<file path="src/rtl/sram_obi_arbiter.sv">
// Round-robin OBI arbiter: N masters share one SRAM port; 0-cycle request/grant/response paths.
// Backpressure: a stalled address phase is held until granted; s_req_o drops while the in-order ID FIFO is full.
module sram_obi_arbiter #(
  parameter int NUM_MASTERS     = 2,
  parameter int MAX_OUTSTANDING = 2,
  parameter int MAX_BURST       = 4,
  parameter int IDX_W           = $clog2(NUM_MASTERS)
) (
  input  logic                      clk_i,
  input  logic                      rst_ni,
  input  logic [NUM_MASTERS-1:0]    m_req_i,
  output logic [NUM_MASTERS-1:0]    m_gnt_o,
  input  logic [32*NUM_MASTERS-1:0] m_addr_i,
  input  logic [NUM_MASTERS-1:0]    m_we_i,
  input  logic [4*NUM_MASTERS-1:0]  m_be_i,
  input  logic [32*NUM_MASTERS-1:0] m_wdata_i,
  input  logic [NUM_MASTERS-1:0]    m_lock_i,
  output logic [NUM_MASTERS-1:0]    m_rvalid_o,
  output logic [31:0]               m_rdata_o,
  output logic                      s_req_o,
  input  logic                      s_gnt_i,
  output logic [31:0]               s_addr_o,
  output logic                      s_we_o,
  output logic [3:0]                s_be_o,
  output logic [31:0]               s_wdata_o,
  input  logic                      s_rvalid_i,
  input  logic [31:0]               s_rdata_i,
  output logic                      resp_err_o
);

  localparam int PTR_W = (MAX_OUTSTANDING > 1) ? $clog2(MAX_OUTSTANDING) : 1;
  localparam int CNT_W = $clog2(MAX_OUTSTANDING + 1);
  localparam int BC_W  = (MAX_BURST > 1) ? $clog2(MAX_BURST) : 1;

  logic [IDX_W-1:0] rr_ptr;
  logic             hold_valid;
  logic [IDX_W-1:0] hold_idx;
  logic [BC_W-1:0]  burst_cnt;
  logic [IDX_W-1:0] fifo_q [MAX_OUTSTANDING];
  logic [PTR_W-1:0] wr_ptr, rd_ptr;
  logic [CNT_W-1:0] count;

  logic             any_req, hold_live, found, full, handshake, pop, lock_ext;
  logic [IDX_W-1:0] winner, rr_next, fifo_head;
  logic [BC_W-1:0]  cnt_eff;

  function automatic logic [PTR_W-1:0] ptr_inc(input logic [PTR_W-1:0] p);
    return (p == PTR_W'(MAX_OUTSTANDING - 1)) ? '0 : p + PTR_W'(1);
  endfunction

  // A held master that drops its request loses the hold and the search runs normally.
  always_comb begin
    int cand;
    any_req   = |m_req_i;
    hold_live = hold_valid && m_req_i[hold_idx];
    winner    = '0;
    found     = 1'b0;
    cand      = 0;
    if (hold_live) begin
      winner = hold_idx;
    end else begin
      for (int i = 0; i < NUM_MASTERS; i++) begin
        cand = int'(rr_ptr) + i;
        if (cand >= NUM_MASTERS) cand = cand - NUM_MASTERS;
        if (!found && m_req_i[cand]) begin
          found  = 1'b1;
          winner = IDX_W'(cand);
        end
      end
    end
  end

  assign full      = (count == CNT_W'(MAX_OUTSTANDING));
  assign s_req_o   = rst_ni && any_req && !full;
  assign handshake = s_req_o && s_gnt_i;
  assign fifo_head = fifo_q[rd_ptr];
  assign pop       = s_rvalid_i && (count != '0);
  assign m_rdata_o = s_rdata_i;

  always_comb begin
    s_addr_o   = '0;
    s_we_o     = 1'b0;
    s_be_o     = '0;
    s_wdata_o  = '0;
    m_gnt_o    = '0;
    m_rvalid_o = '0;
    for (int k = 0; k < NUM_MASTERS; k++) begin
      if (any_req && winner == IDX_W'(k)) begin
        s_addr_o   = m_addr_i[32*k +: 32];
        s_we_o     = m_we_i[k];
        s_be_o     = m_be_i[4*k +: 4];
        s_wdata_o  = m_wdata_i[32*k +: 32];
        m_gnt_o[k] = handshake;
      end
      m_rvalid_o[k] = rst_ni && pop && (fifo_head == IDX_W'(k));
    end
  end

  // The burst count only belongs to the master currently owning rr_ptr.
  assign cnt_eff  = (winner == rr_ptr) ? burst_cnt : '0;
  assign lock_ext = m_lock_i[winner] && (cnt_eff < BC_W'(MAX_BURST - 1));
  assign rr_next  = (winner == IDX_W'(NUM_MASTERS - 1)) ? '0 : winner + IDX_W'(1);

  always_ff @(posedge clk_i) begin
    if (!rst_ni) begin
      rr_ptr     <= '0;
      hold_valid <= 1'b0;
      hold_idx   <= '0;
      burst_cnt  <= '0;
      wr_ptr     <= '0;
      rd_ptr     <= '0;
      count      <= '0;
      resp_err_o <= 1'b0;
    end else begin
      if (handshake) begin
        hold_valid <= 1'b0;
        wr_ptr     <= ptr_inc(wr_ptr);
        if (lock_ext) begin
          rr_ptr    <= winner;
          burst_cnt <= cnt_eff + BC_W'(1);
        end else begin
          rr_ptr    <= rr_next;
          burst_cnt <= '0;
        end
      end else if (s_req_o) begin
        hold_valid <= 1'b1;
        hold_idx   <= winner;
      end else if (hold_valid && !m_req_i[hold_idx]) begin
        hold_valid <= 1'b0;
      end

      if (pop) rd_ptr <= ptr_inc(rd_ptr);
      if (handshake && !pop)      count <= count + CNT_W'(1);
      else if (!handshake && pop) count <= count - CNT_W'(1);

      if (s_rvalid_i && count == '0) resp_err_o <= 1'b1;
    end
  end

  always_ff @(posedge clk_i) begin
    if (handshake) fifo_q[wr_ptr] <= winner;
  end

endmodule

</file>
<file path="config.mk">
export PLATFORM = sky130hd
export DESIGN_NAME = sram_obi_arbiter
export DESIGN_NICKNAME = d
export VERILOG_FILES = /design/src/rtl/sram_obi_arbiter.sv
export SDC_FILE = /design/constraint.sdc
export NUM_CORES = 1
export LEC_CHECK = 0
export CAP_MARGIN = 20
export CORE_AREA = 3 3 109 111
export DETAILED_ROUTE_END_ITERATION = 8
export DIE_AREA = 0 0 112 114
export PLACE_DENSITY_LB_ADDON = 0.05
export SLEW_MARGIN = 20
export SYNTH_ARGS = -nofsm -noshare
export SYNTH_HDL_FRONTEND = slang
export SYNTH_SLANG_ARGS = --single-unit
</file>
<file path="constraint.sdc">
create_clock -name clk_i -period 6.1 [get_ports clk_i]
set_clock_uncertainty 0.1 [all_clocks]
set_input_delay 1.22 -clock clk_i [delete_from_list [all_inputs] [get_ports clk_i]]
set_output_delay 1.22 -clock clk_i [all_outputs]
set_load 0.05 [all_outputs]
</file>
==> results.md <==
- Yosys warning total: 0
- Routed vias: ~2200
- Internal power of the cells: 0.379 mW
- Last weighted congestion value of the routability-driven placer: between 0.7 and 0.8
- TritonCTS clock tree: yes
- Largest cells by area after synthesis: sky130_fd_sc_hd__a22o_1 (36%), sky130_fd_sc_hd__buf_4 (17%), sky130_fd_sc_hd__dfxtp_1 (13%)
- Instance area at placement: 0.00373 mm^2
- DIE HEIGHT: about 110 um
- Switching power: 0.328 mW
- Detailed placer's ending HPWL: roughly 9400 um
- Cts bufs inserted: 3
- Routed WL per cell: 21.2 um
- Setup violators final: 0
- Cell area after layout: 0.00378 mm^2
- Worst-case headroom to the max-slew limit: 0.563
- Unrepaired setup endpoints after global routing: false
- Post-route fraction of the period consumed by the critical path: 0.816
- Worst ir drop on vdd: 0.0711 mV
- Switching share of power: 0.464
- Remaining antenna violation count: 0
- Crit Path Max Fanout: between 60 and 70
- CP Capture Type: primary output
- Final #Nets: 551
- Clk Tree Root Cell: sky130_fd_sc_hd__clkbuf_8
- Worst slew pin tran: roughly 0.65 ns
- Sequential fraction of the synthesis area: 0.169
- Number of maximum-capacitance violations: 0
- Data required time at the worst endpoint: 4.78 ns
- Critical Path Source Type: primary input
- Top library cells by usage in the layout, fill and taps aside: sky130_fd_sc_hd__clkdlybuf4s50_1 (220), sky130_fd_sc_hd__a22o_1 (69), sky130_fd_sc_hd__dfxtp_1 (11), sky130_fd_sc_hd__and2_1 (8), sky130_fd_sc_hd__inv_1 (6)
- Synthesized netlist net count: roughly 370
- Class of the most critical setup path: in2out
- Number of enable-type register cells in the synthesized netlist: 2
- Most common cell after layout, fill and taps aside: sky130_fd_sc_hd__clkdlybuf4s50_1
- Maximum buffer depth of the clock tree: 2
- Number of antenna diodes: 0
- Area share of the leading cell type in the synthesized netlist: 0.364
- Buffers added on ports: 220
- Average instance area after synthesis: 8.61 um^2
- Final TNS setup: 0 ns
- Cell area power density: between 150 and 200 mW/mm^2
- Commonest register cell after synthesis: sky130_fd_sc_hd__dfxtp_1
- CTS Hold Bufs: 0
- Combinational power share: 0.723
- Clock share of power: 0.109
- Area growth, synth to finish: 127%
- Die area: 0.0128 mm^2
- Via density per instance: 4.30
- Proportion of synthesized flip-flops having asynchronous set or reset: 0
- Core Area: 0.0109 mm^2
- Wire length of the first global-routing pass: approximately 15000 um
- Clock-pin transition on the worst setup and hold timing paths: 0.06 ns
- Min Clock Period, post-route: 4.97 ns
- Number of sinks driven by the clock tree: 13
- Initial antenna violation count: 0
- Post-cts sizing count: 0
- Largest net degree at the start of global routing: 62
- Status: finished, final reports clean
- Ports: 285
- Yosys reg bits: 13
- DRC: 0
- Post-Synthesis Cell Area: 0.00166 mm^2
- Max-slew violation total from the final report: 0
- DR pass1 iterations: 6
- Gate count after technology mapping: 193
- Final hold viol count: 0
- Share of layout cells above drive strength 1: 0.0351
- Routed Wire Length: 10800 um
- Clock latency of the later-clocked register in the worst-skew pair: 0.24 ns
- Cell type with the largest total area after synthesis: sky130_fd_sc_hd__a22o_1
- H-tree level count: 1
- Global route overflow: 0
- Number of DRC violations after detailed-routing iteration 0: 85
- Setup repair bufs after CTS: 0
- Starting Density: 0.153
- Data arrival time at the worst-slack endpoint: between 3 and 4 ns
- Part of the total power dissipated in sequential elements: 0.168
- Maximum achievable frequency: 0.201 GHz
- Leakage power of the design: 1.46 nW
- Class of the tightest hold or removal check: reg2reg
- Via count of the first global-routing pass: 2347
- Horizontal die dimension: 112 um
- GRT Total Usage: 0.155
- Number of standard-cell rows in the floorplan: 38
- Post-synth cell types: 38
-- final timing paths --
path,from,endpoint,slack [ns],depth (start not counted)
worst max-delay path,m_req_i[1],s_addr_o[20],1.13,6
worst min-delay path,burst_cnt[1],burst_cnt[1],0.37,2
worst max register to register,rr_ptr,rr_ptr,3.86,9
worst min register to register,burst_cnt[1],burst_cnt[1],0.37,2
-- state kept, by name, indices dropped and copies added, names as in the netlist, named ones only --
name        count
hold_idx        1
rr_ptr          1
fifo_q          2
hold_valid      1
resp_err_o      1
rd_ptr          1
count           2
burst_cnt       2
wr_ptr          1
-- final cells by class --
class | instances | area [um^2]
Clock buffer | 4 | 45.0
Fill cell | 1139 | 7110
Inverter | 6 | 22.5
Multi-Input combinational cell | 124 | 1020
Sequential cell | 13 | 280
Tap cell | 140 | 175
Timing Repair Buffer | 223 | 2240
-- cells by family after synthesis --
kind of cell,count (synthesis),synth area share
AOI/OAI and AO/OA,86,0.439
xor gates and xnor gates,4,0.0211
adders and majority gates,2,0.0151
buffers and inverters,56,0.224
DFF,13,0.169
muxes,5,0.0309
and+or+nand+nor,27,0.101
-- worst max-delay path, cell delays in order --
cell	delay, ns
sky130_fd_sc_hd__clkdlybuf4s50_1	0.54
sky130_fd_sc_hd__inv_1	0.10
sky130_fd_sc_hd__a21oi_4	0.12
sky130_fd_sc_hd__buf_4	0.53
sky130_fd_sc_hd__a22o_1	0.26
sky130_fd_sc_hd__clkdlybuf4s50_1	0.83
-- power groups by stage --
| stage | Combinational (mW) | Clock, mW | Sequential, mW |
|---|---|---|---|
| finish | 0.511 | 0.0767 | 0.119 |
| global route | 0.541 | 0.0839 | 0.122 |
| CTS | 0.518 | 0.0807 | 0.119 |
| detailed placement | 0.516 | 0 | 0.121 |
| global placement | 0.516 | 0 | 0.121 |
| floorplan | 0.364 | 0 | 0.121 |
-- routing by layer --
| metal | GRT usage | share of wire | wire length, um | up-vias |
|---|---|---|---|---|
| li1 | - | - | - | 1061 |
| met2 | 0.330 | 0.60 | 6500 | 135 |
| met3 | 0.0541 | 0.089 | 967 | 10 |
| met5 | 0 | 0 | 0 | - |
| met1 | 0.141 | 0.30 | 3270 | 988 |
| met4 | 0.0224 | 0.0081 | 88 | 0 |
-- metrics by stage --
stage | power, mW | instances | util | setup WS, ns | hold WS, ns
2_1_floorplan | 0.485 | 193 | - | 2.29 | 0.332
3_3_place_gp | 0.637 | 506 | 0.343 | 1.12 | 0.346
3_5_place_dp | 0.637 | 506 | 0.343 | 1.11 | 0.364
4_1_cts | 0.718 | 510 | 0.347 | 1.10 | 0.378
5_1_grt | 0.747 | 510 | 0.347 | 1.00 | 0.404
6_report | 0.707 | 510 | 0.347 | 1.13 | 0.373
-- cell usage after synthesis (2+ instances only) --
library cell               count
sky130_fd_sc_hd__mux2i_1       4
sky130_fd_sc_hd__nor2_1        3
sky130_fd_sc_hd__a21oi_1       3
sky130_fd_sc_hd__edfxtp_1      2
sky130_fd_sc_hd__o21ai_0       2
sky130_fd_sc_hd__buf_2         7
sky130_fd_sc_hd__and2_1        8
sky130_fd_sc_hd__nand2b_1      2
sky130_fd_sc_hd__a22o_1       69
sky130_fd_sc_hd__ha_1          2
sky130_fd_sc_hd__buf_6         2
sky130_fd_sc_hd__clkbuf_1      4
sky130_fd_sc_hd__inv_1         6
sky130_fd_sc_hd__nand3_1       3
sky130_fd_sc_hd__buf_4        37
sky130_fd_sc_hd__xnor2_1       3
sky130_fd_sc_hd__nand2_1       2
sky130_fd_sc_hd__o21a_1        4
sky130_fd_sc_hd__dfxtp_1      11
Power figures use the tool's default switching activity.
